===== config.mk =====
export PLATFORM = sky130hd
export DESIGN_NAME = touch_adc_ctrl
export DESIGN_NICKNAME = d
export VERILOG_FILES = /design/src/rtl/touch_pkg.sv /design/src/rtl/touch_spi_xfer.sv /design/src/rtl/touch_adc_ctrl.sv
export SDC_FILE = /design/constraint.sdc
export NUM_CORES = 1
export LEC_CHECK = 0
export BUFFER_PORTS_ARGS = -buffer_cell sky130_fd_sc_hd__buf_2
export CAP_MARGIN = 20
export CORE_MARGIN = 8
export CORE_UTILIZATION = 55
export DETAILED_ROUTE_END_ITERATION = 8
export PLACE_DENSITY = 0.75
export SLEW_MARGIN = 5
export SYNTH_ARGS = -nofsm -noshare
export SYNTH_HDL_FRONTEND = slang
export SYNTH_HIERARCHICAL = 1
export SYNTH_SLANG_ARGS = --single-unit

===== constraint.sdc =====
create_clock -name sys_clk -period 2.5 [get_ports sys_clk]
set_input_delay 0.25 -clock sys_clk [delete_from_list [all_inputs] [get_ports sys_clk]]
set_output_delay 0.25 -clock sys_clk [all_outputs]
set_load 0.05 [all_outputs]

===== src/rtl/touch_pkg.sv =====
// Shared types and constants for the resistive touch ADC controller.
// States, ADC command bytes and serial transfer framing.
package touch_pkg;

  typedef enum logic [2:0] {
    IDLE,
    DEBOUNCE,
    CONV_X,
    CONV_Y,
    PUBLISH,
    GAP
  } state_t;

  typedef enum logic [1:0] {
    PH_IDLE,
    PH_SETUP,
    PH_CLKS,
    PH_HOLD
  } xfer_ph_t;

  // 8-bit mode, differential, PD=00 keeps penirq alive
  localparam logic [7:0] CMD_X = 8'hD8;
  localparam logic [7:0] CMD_Y = 8'h98;

  localparam int XFER_CLKS  = 24;
  localparam int SAMP_FIRST = 10;
  localparam int SAMP_LAST  = 17;

  function automatic logic [7:0] avg2(
    input logic [7:0] a,
    input logic [7:0] b
  );
    logic [8:0] s;
    s = {1'b0, a} + {1'b0, b} + 9'd1;
    return s[8:1];
  endfunction

endpackage


===== src/rtl/touch_spi_xfer.sv =====
// One 24-clock serial transfer: cs framing, dclk, command out, result in.
// Start is accepted in idle; done pulses one cycle with the result valid.
module touch_spi_xfer
  import touch_pkg::*;
#(
  parameter int CLK_DIV = 25
) (
  input  logic       i_clk,
  input  logic       i_rst_n,
  input  logic       i_start,
  input  logic [7:0] i_cmd,
  input  logic       i_dout,
  output logic       o_dclk,
  output logic       o_cs_n,
  output logic       o_din,
  output logic       o_done,
  output logic [7:0] o_result
);

  localparam logic [7:0] DIV_MAX = 8'(CLK_DIV - 1);

  xfer_ph_t   r_ph;
  xfer_ph_t   w_ph_nxt;
  logic [7:0] r_div;
  logic [4:0] r_clk;
  logic       r_dclk;
  logic       r_cs_n;
  logic [7:0] r_sh;
  logic [7:0] r_res;
  logic       r_done;

  logic       w_tick;
  logic       w_rise;
  logic       w_fall;
  logic [4:0] w_clk_nx;
  logic       w_in_win;

  assign w_tick   = (r_div == DIV_MAX);
  assign w_rise   = w_tick && !r_dclk &&
                    (r_ph == PH_CLKS || r_ph == PH_SETUP);
  assign w_fall   = w_tick && r_dclk && (r_ph == PH_CLKS);
  assign w_clk_nx = r_clk + 5'd1;
  assign w_in_win = (w_clk_nx >= 5'(SAMP_FIRST)) &&
                    (w_clk_nx <= 5'(SAMP_LAST));

  always_comb begin
    w_ph_nxt = r_ph;
    unique case (r_ph)
      PH_IDLE:  if (i_start) w_ph_nxt = PH_SETUP;
      PH_SETUP: if (w_tick) w_ph_nxt = PH_CLKS;
      PH_CLKS:
        if (w_fall && r_clk == 5'(XFER_CLKS))
          w_ph_nxt = PH_HOLD;
      PH_HOLD:  if (w_tick) w_ph_nxt = PH_IDLE;
      default:  w_ph_nxt = PH_IDLE;
    endcase
  end

  always_ff @(posedge i_clk or negedge i_rst_n) begin
    if (!i_rst_n) begin
      r_ph   <= PH_IDLE;
      r_div  <= '0;
      r_clk  <= '0;
      r_dclk <= 1'b0;
      r_cs_n <= 1'b1;
      r_sh   <= '0;
      r_res  <= '0;
      r_done <= 1'b0;
    end else begin
      r_ph   <= w_ph_nxt;
      r_done <= (r_ph == PH_HOLD) && w_tick;
      if (r_ph == PH_IDLE || w_tick)
        r_div <= '0;
      else
        r_div <= r_div + 8'd1;
      if (r_ph == PH_IDLE && i_start) begin
        r_cs_n <= 1'b0;
        r_sh   <= i_cmd;
        r_res  <= '0;
        r_clk  <= '0;
      end
      if (r_ph == PH_HOLD && w_tick)
        r_cs_n <= 1'b1;
      if (w_rise) begin
        r_dclk <= 1'b1;
        r_clk  <= w_clk_nx;
        if (w_in_win)
          r_res <= {r_res[6:0], i_dout};
      end
      // zero fill leaves din low once the command is out
      if (w_fall) begin
        r_dclk <= 1'b0;
        r_sh   <= {r_sh[6:0], 1'b0};
      end
    end
  end

  assign o_dclk   = r_dclk;
  assign o_cs_n   = r_cs_n;
  assign o_din    = r_sh[7];
  assign o_done   = r_done;
  assign o_result = r_res;

endmodule


===== src/rtl/touch_adc_ctrl.sv =====
// Touch screen ADC controller: debounce, X/Y conversion, paired publish.
// TOUCH_AVG_EN: convert each axis twice and publish the rounded mean.
module touch_adc_ctrl
  import touch_pkg::*;
#(
  parameter int CLK_DIV    = 25,
  parameter int DEB_CYCLES = 1000,
  parameter int GAP_CYCLES = 5000
) (
  input  logic       sys_clk,
  input  logic       iRST_n,
  input  logic       penirq_n,
  input  logic       adc_dout,
  output logic       adc_dclk,
  output logic       adc_cs_n,
  output logic       adc_din,
  output logic [7:0] x,
  output logic [7:0] y,
  output logic       new_coord_r,
  output logic       transmit_en
);

  localparam int DW = $clog2(DEB_CYCLES + 1);
  localparam int GW = $clog2(GAP_CYCLES + 1);

  state_t        r_state;
  state_t        w_next;
  logic          r_pen_s1;
  logic          r_pen_s2;
  logic [DW-1:0] r_deb;
  logic [GW-1:0] r_gap;
  logic          r_active;
  logic [7:0]    r_x_hold;
  logic [7:0]    r_y_hold;
  logic [7:0]    r_x;
  logic [7:0]    r_y;
  logic          r_new;
  logic          r_ten;

  logic          w_pen_dn;
  logic          w_conv;
  logic          w_start;
  logic [7:0]    w_cmd;
  logic          w_done;
  logic [7:0]    w_res;
  logic          w_last;
  logic [7:0]    w_val;

  assign w_pen_dn = !r_pen_s2;
  assign w_conv   = (r_state == CONV_X) || (r_state == CONV_Y);
  assign w_start  = w_conv && !r_active;
  assign w_cmd    = (r_state == CONV_Y) ? CMD_Y : CMD_X;

  touch_spi_xfer #(
    .CLK_DIV (CLK_DIV)
  ) u_xfer (
    .i_clk    (sys_clk),
    .i_rst_n  (iRST_n),
    .i_start  (w_start),
    .i_cmd    (w_cmd),
    .i_dout   (adc_dout),
    .o_dclk   (adc_dclk),
    .o_cs_n   (adc_cs_n),
    .o_din    (adc_din),
    .o_done   (w_done),
    .o_result (w_res)
  );

`ifdef TOUCH_AVG_EN
  logic       r_samp;
  logic [7:0] r_s0;

  assign w_last = r_samp;
  assign w_val  = avg2(r_s0, w_res);

  always_ff @(posedge sys_clk or negedge iRST_n) begin
    if (!iRST_n) begin
      r_samp <= 1'b0;
      r_s0   <= '0;
    end else if (w_done) begin
      r_samp <= !r_samp;
      if (!r_samp)
        r_s0 <= w_res;
    end
  end
`else
  assign w_last = 1'b1;
  assign w_val  = w_res;
`endif

  always_comb begin
    w_next = r_state;
    unique case (r_state)
      IDLE:
        if (w_pen_dn) w_next = DEBOUNCE;
      DEBOUNCE:
        if (!w_pen_dn)
          w_next = IDLE;
        else if (r_deb == DW'(DEB_CYCLES - 1))
          w_next = CONV_X;
      CONV_X:
        if (w_done && w_last) w_next = CONV_Y;
      CONV_Y:
        if (w_done && w_last) w_next = PUBLISH;
      PUBLISH:
        w_next = GAP;
      GAP:
        if (r_gap == GW'(GAP_CYCLES - 1))
          w_next = w_pen_dn ? CONV_X : IDLE;
      default:
        w_next = IDLE;
    endcase
  end

  always_ff @(posedge sys_clk or negedge iRST_n) begin
    if (!iRST_n) begin
      r_state  <= IDLE;
      r_pen_s1 <= 1'b1;
      r_pen_s2 <= 1'b1;
      r_deb    <= '0;
      r_gap    <= '0;
      r_active <= 1'b0;
      r_x_hold <= '0;
      r_y_hold <= '0;
      r_x      <= '0;
      r_y      <= '0;
      r_new    <= 1'b0;
      r_ten    <= 1'b0;
    end else begin
      r_state  <= w_next;
      r_pen_s1 <= penirq_n;
      r_pen_s2 <= r_pen_s1;
      r_new    <= (r_state == PUBLISH);
      if (r_state == DEBOUNCE && w_next == DEBOUNCE)
        r_deb <= r_deb + DW'(1);
      else
        r_deb <= '0;
      if (r_state == GAP && w_next == GAP)
        r_gap <= r_gap + GW'(1);
      else
        r_gap <= '0;
      if (w_start)
        r_active <= 1'b1;
      else if (w_done)
        r_active <= 1'b0;
      if (w_done && w_last) begin
        if (r_state == CONV_X)
          r_x_hold <= w_val;
        else
          r_y_hold <= w_val;
      end
      // both axes move to the outputs on the same edge
      if (r_state == PUBLISH) begin
        r_x <= r_x_hold;
        r_y <= r_y_hold;
      end
      if (r_state == DEBOUNCE && w_next == CONV_X)
        r_ten <= 1'b1;
      else if (r_state == GAP && w_next == IDLE)
        r_ten <= 1'b0;
    end
  end

  assign x           = r_x;
  assign y           = r_y;
  assign new_coord_r = r_new;
  assign transmit_en = r_ten;

endmodule


==> results_dict.tcl <==
set metrics [dict create \
    worst_slew_pin_slew_ps 747 \
    synth-seq-area-share 0.538 \
    crit_chain "inv_1, ha_1, nor3_1, o22a_1, o2bb2ai_1, a32oi_4, mux2i_1" \
    run_status "finished clean" \
    crit_slowest_cell "sky130_fd_sc_hd__dfrtp_1" \
    number_of_vias_after_detailed_routing 2802 \
    die-height_um 107 \
    top_level_ports 25 \
    crit_required_ps 2790 \
    finish_stage_setup_viols 0 \
    ant_nets 0 \
    timing.critical_path.slowest_cell_delay_ps 470 \
    report.final.hold_viol_count 0 \
    hold_path.startpoint "adc_dout" \
    timing.hold.worst.class "input pin to flop" \
    finalCritPeriodShare 0.803 \
    final_cell_count_no_fill 532 \
    detailedRoute.firstIterationViolations 79 \
    fraction_of_layout_cells_with_a_size_suffix_above_1 0.258 \
    finalWorstPathRequiredPeriod_ps 2010 \
    wl_per_cell_um 14.0 \
    core_region_area_mm2 0.00809 \
    hold_slack_ps 129 \
    p_leak_nw 2.36 \
    worst_slack_ps 493 \
    syn_area_mm2 0.00452 \
    reg2regPathDepth 7 \
    power_density_mw_per_mm2 528 \
    detailed_routing_iterations_pass_1 4 \
    max_freq_mhz 498 \
    design_area_mm2 0.00498 \
    syn2layout_area_growth_pct 10.2 \
    post_synth_num_cell_types 58 \
    die_w_um 107 \
    fillerInstances 655 \
    holdPathStages 3 \
    end_of_the_worst_register_to_register_path "u_xfer/o_result[5]$_DFF_PN0_" \
    path_depth 7 \
    antenna_found_initial 0 \
    slew_headroom 0.500 \
    worst-path-buf-inv 1 \
    critical_path_peak_fanout 8 \
    hold-path-endpoint "u_xfer/o_result[0]$_DFF_PN0_" \
    avgSynthCellArea_um2 11.7 \
    n_antenna_cell 0 \
    nets 438 \
    dp_worst_setup_slack_ps 516 \
    dominant_synthesized_flop_cell "sky130_fd_sc_hd__dfrtp_1" \
    portBuffers 24 \
    rsz0062_at_grt "false" \
    timing.max_cap.violations 0 \
    globalRouteOverflowTotal 0 \
    overall_die_area_mm2 0.0114 \
    max-vdd-ir-drop_uv 339 \
    pin_count_of_the_biggest_net_entering_global_routing 58 \
    ys_warn_count 6 \
    drc_viols 0 \
    gpl.final_weighted_congestion 0.807 \
    final_core_area_utilization 0.615 \
    placement.cell_area_mm2 0.00477 \
    p_sw_uw 630 \
    clkSlewWorstSetupHoldPaths_ps 100 \
    cts-root-to-sink-buffers 2 \
    via_count_of_the_first_global_routing_pass 2838 \
    tritoncts_num_sinks 97 \
    rr_startpoint "u_xfer/r_clk[0]$_DFFE_PN0P_" \
    synthArstFlopShare 1.00 \
    worstSetupEndpointType "flop" \
    cp-start-kind "flop" \
    synth_enable_flop_cells 0 \
    p_total_mw 2.63 \
    grt_first_pass_wirelength_um 13100 \
    timing_max_transition_violations_final 0 \
    floorplan.rows 33 \
    worst_path_class_setup "flop to flop" \
    cts-root-buf "sky130_fd_sc_hd__clkbuf_8" \
    clk-insertion-delay-late_ps 370 \
    detailed_place_hpwl_um 5280 \
    setup_total_negative_slack_ps 0 \
    seq_power_share 0.602 \
    grt.total_usage 0.142 \
    crit_arrival_ps 2290 \
    dpl_cells 514 \
    internal-power_mw 2.00 \
    tritoncts_clock_tree "built" \
    synth_cells 387 \
    regToRegSetupSlack_ps 490 \
    start_util 0.559 \
    tritoncts.num_buffers 9 \
    clock_power_share 0.378 \
    via_per_inst 5.27 \
    clock_tree.htree_level_count 3 \
    postSynthRegisterBits 97 \
    fin_skew_ps 13.0 \
    p_comb_frac 0.020 \
    path_delay_family "compound AO/OA/AOI/OAI gates" \
    routed_wirelength_um 7420 \
    power.switching_fraction 0.239 \
]
==> worst max path at each step <==
stage                                     start                            to  slack (ps)
floorplan             u_xfer/r_div[0]$_DFF_PN0_    u_xfer/r_ph[1]$_DFFE_PN0P_         690
global placement      u_xfer/r_div[0]$_DFF_PN0_    u_xfer/r_ph[1]$_DFFE_PN0P_         610
detailed placement  u_xfer/r_clk[0]$_DFFE_PN0P_  u_xfer/o_result[5]$_DFF_PN0_         520
CTS                 u_xfer/r_clk[0]$_DFFE_PN0P_  u_xfer/o_result[5]$_DFF_PN0_         480
global route          u_xfer/r_div[0]$_DFF_PN0_    u_xfer/r_sh[1]$_DFFE_PN0P_         310
finish              u_xfer/r_clk[0]$_DFFE_PN0P_  u_xfer/o_result[5]$_DFF_PN0_         490
==> power by group through the flow <==
| stage | combinational (mW) | sequential [mW] | clock, mW |
|---|---|---|---|
| final | 0.0522 | 1.58 | 0.994 |
| after CTS | 0.0554 | 1.58 | 1.02 |
| after detailed placement | 0.0531 | 1.61 | 0 |
| after global placement | 0.0516 | 1.61 | 0 |
| after global routing | 0.0630 | 1.58 | 1.07 |
| after floorplan | 0.0162 | 1.61 | 0 |
==> tightest hold or removal path: cells and delay by family <==
family | cells | cell delay (ps)
buf+inv | 2 | 150
mux | 1 | 60
==> state kept, by name (all words and copies together), names as in the netlist, 2 cells and up <==
signal,cells
u_xfer/r_sh,8
x,8
r_y_hold,8
r_state,3
u_xfer/r_div,8
r_gap,13
r_deb,10
r_x_hold,8
u_xfer/r_ph,2
u_xfer/o_result,8
y,8
u_xfer/r_clk,5
==> placed cells by master (no fill, tap or decap), types with 3 or more instances in the layout <==
master                     Yosys  routed
sky130_fd_sc_hd__inv_1        23      23
sky130_fd_sc_hd__a31o_2        3       3
sky130_fd_sc_hd__ha_1         12      12
sky130_fd_sc_hd__a21oi_1       5       5
sky130_fd_sc_hd__mux2_2       32      32
sky130_fd_sc_hd__nor2_2        5       5
sky130_fd_sc_hd__dfstp_2       3       3
sky130_fd_sc_hd__xor2_1       14      14
sky130_fd_sc_hd__clkbuf_8      0      10
sky130_fd_sc_hd__nor2b_1       3       3
sky130_fd_sc_hd__nand4_1       4       4
sky130_fd_sc_hd__nor2_1       44      44
sky130_fd_sc_hd__nand2_1      19      19
sky130_fd_sc_hd__nor3_1        7       7
sky130_fd_sc_hd__mux2i_1      17      17
sky130_fd_sc_hd__conb_1        2       7
sky130_fd_sc_hd__nand3_1      22      22
sky130_fd_sc_hd__a21oi_2       8       8
sky130_fd_sc_hd__xnor2_1      14      14
sky130_fd_sc_hd__and3_1        6       6
sky130_fd_sc_hd__buf_4         2       4
sky130_fd_sc_hd__dfrtp_1      94      94
sky130_fd_sc_hd__buf_2         4      23
==> synthesized netlist by cell type, types with 2 or more instances <==
| master | instances | share of area |
|---|---|---|
| sky130_fd_sc_hd__dfrtp_1 | 94 | 0.52 |
| sky130_fd_sc_hd__nor2_1 | 44 | 0.037 |
| sky130_fd_sc_hd__mux2_2 | 32 | 0.080 |
| sky130_fd_sc_hd__inv_1 | 23 | 0.019 |
| sky130_fd_sc_hd__nand3_1 | 22 | 0.024 |
| sky130_fd_sc_hd__nand2_1 | 19 | 0.016 |
| sky130_fd_sc_hd__mux2i_1 | 17 | 0.038 |
| sky130_fd_sc_hd__xnor2_1 | 14 | 0.027 |
| sky130_fd_sc_hd__xor2_1 | 14 | 0.027 |
| sky130_fd_sc_hd__ha_1 | 12 | 0.033 |
| sky130_fd_sc_hd__a21oi_2 | 8 | 0.016 |
| sky130_fd_sc_hd__nor3_1 | 7 | 0.0077 |
| sky130_fd_sc_hd__and3_1 | 6 | 0.0083 |
| sky130_fd_sc_hd__a21oi_1 | 5 | 0.0055 |
| sky130_fd_sc_hd__nor2_2 | 5 | 0.0069 |
| sky130_fd_sc_hd__buf_2 | 4 | 0.0044 |
| sky130_fd_sc_hd__nand4_1 | 4 | 0.0055 |
| sky130_fd_sc_hd__a31o_2 | 3 | 0.0058 |
| sky130_fd_sc_hd__dfstp_2 | 3 | 0.017 |
| sky130_fd_sc_hd__nor2b_1 | 3 | 0.0042 |
| sky130_fd_sc_hd__and2_1 | 2 | 0.0028 |
| sky130_fd_sc_hd__buf_4 | 2 | 0.0033 |
| sky130_fd_sc_hd__buf_6 | 2 | 0.0050 |
| sky130_fd_sc_hd__clkbuf_1 | 2 | 0.0017 |
| sky130_fd_sc_hd__conb_1 | 2 | 0.0017 |
| sky130_fd_sc_hd__nand2b_1 | 2 | 0.0028 |
| sky130_fd_sc_hd__nand3_2 | 2 | 0.0044 |
| sky130_fd_sc_hd__o21ai_0 | 2 | 0.0022 |
| sky130_fd_sc_hd__o22a_1 | 2 | 0.0039 |
| sky130_fd_sc_hd__or2_2 | 2 | 0.0028 |
==> layout make-up <==
cell class	instances	area, um^2	area share
well taps	105	131	0.0264
clock inverters	6	56.3	0.0113
flip-flops and latches	97	2430	0.488
inverters	23	86.3	0.0173
clock buffers	10	138	0.0276
repair buffers	30	185	0.0372
multi-input cells	261	1950	0.392
==> repair_timing <==
action                    CTS  global route
hold endpoints to repair   41             0
hold buffers                2             0
buffers inserted            0             0
resized for setup           0             0
==> cells by family (layout without fill, tap and decap cells) <==
family | Yosys count | after routing | synth area share
buffers and inverters | 34 | 69 | 0.0343
AOI/OAI and AO/OA | 32 | 32 | 0.0584
xor gates and xnor gates | 29 | 29 | 0.0578
DFF | 97 | 97 | 0.538
adders and majority gates | 12 | 12 | 0.0332
muxes | 50 | 50 | 0.120
other | 2 | 7 | 0.00166
and+or+nand+nor | 131 | 131 | 0.157
==> layer usage <==
| metal | global-route usage | wire length (um) | vias to the layer above |
|---|---|---|---|
| li1 | - | - | 1373 |
| met1 | 0.178 | 3430 | 1390 |
| met2 | 0.232 | 3680 | 28 |
| met3 | 0.0240 | 174 | 11 |
| met4 | 0.0734 | 141 | 0 |
| met5 | 0 | 0 | - |
(Power assumes the default switching activity.)
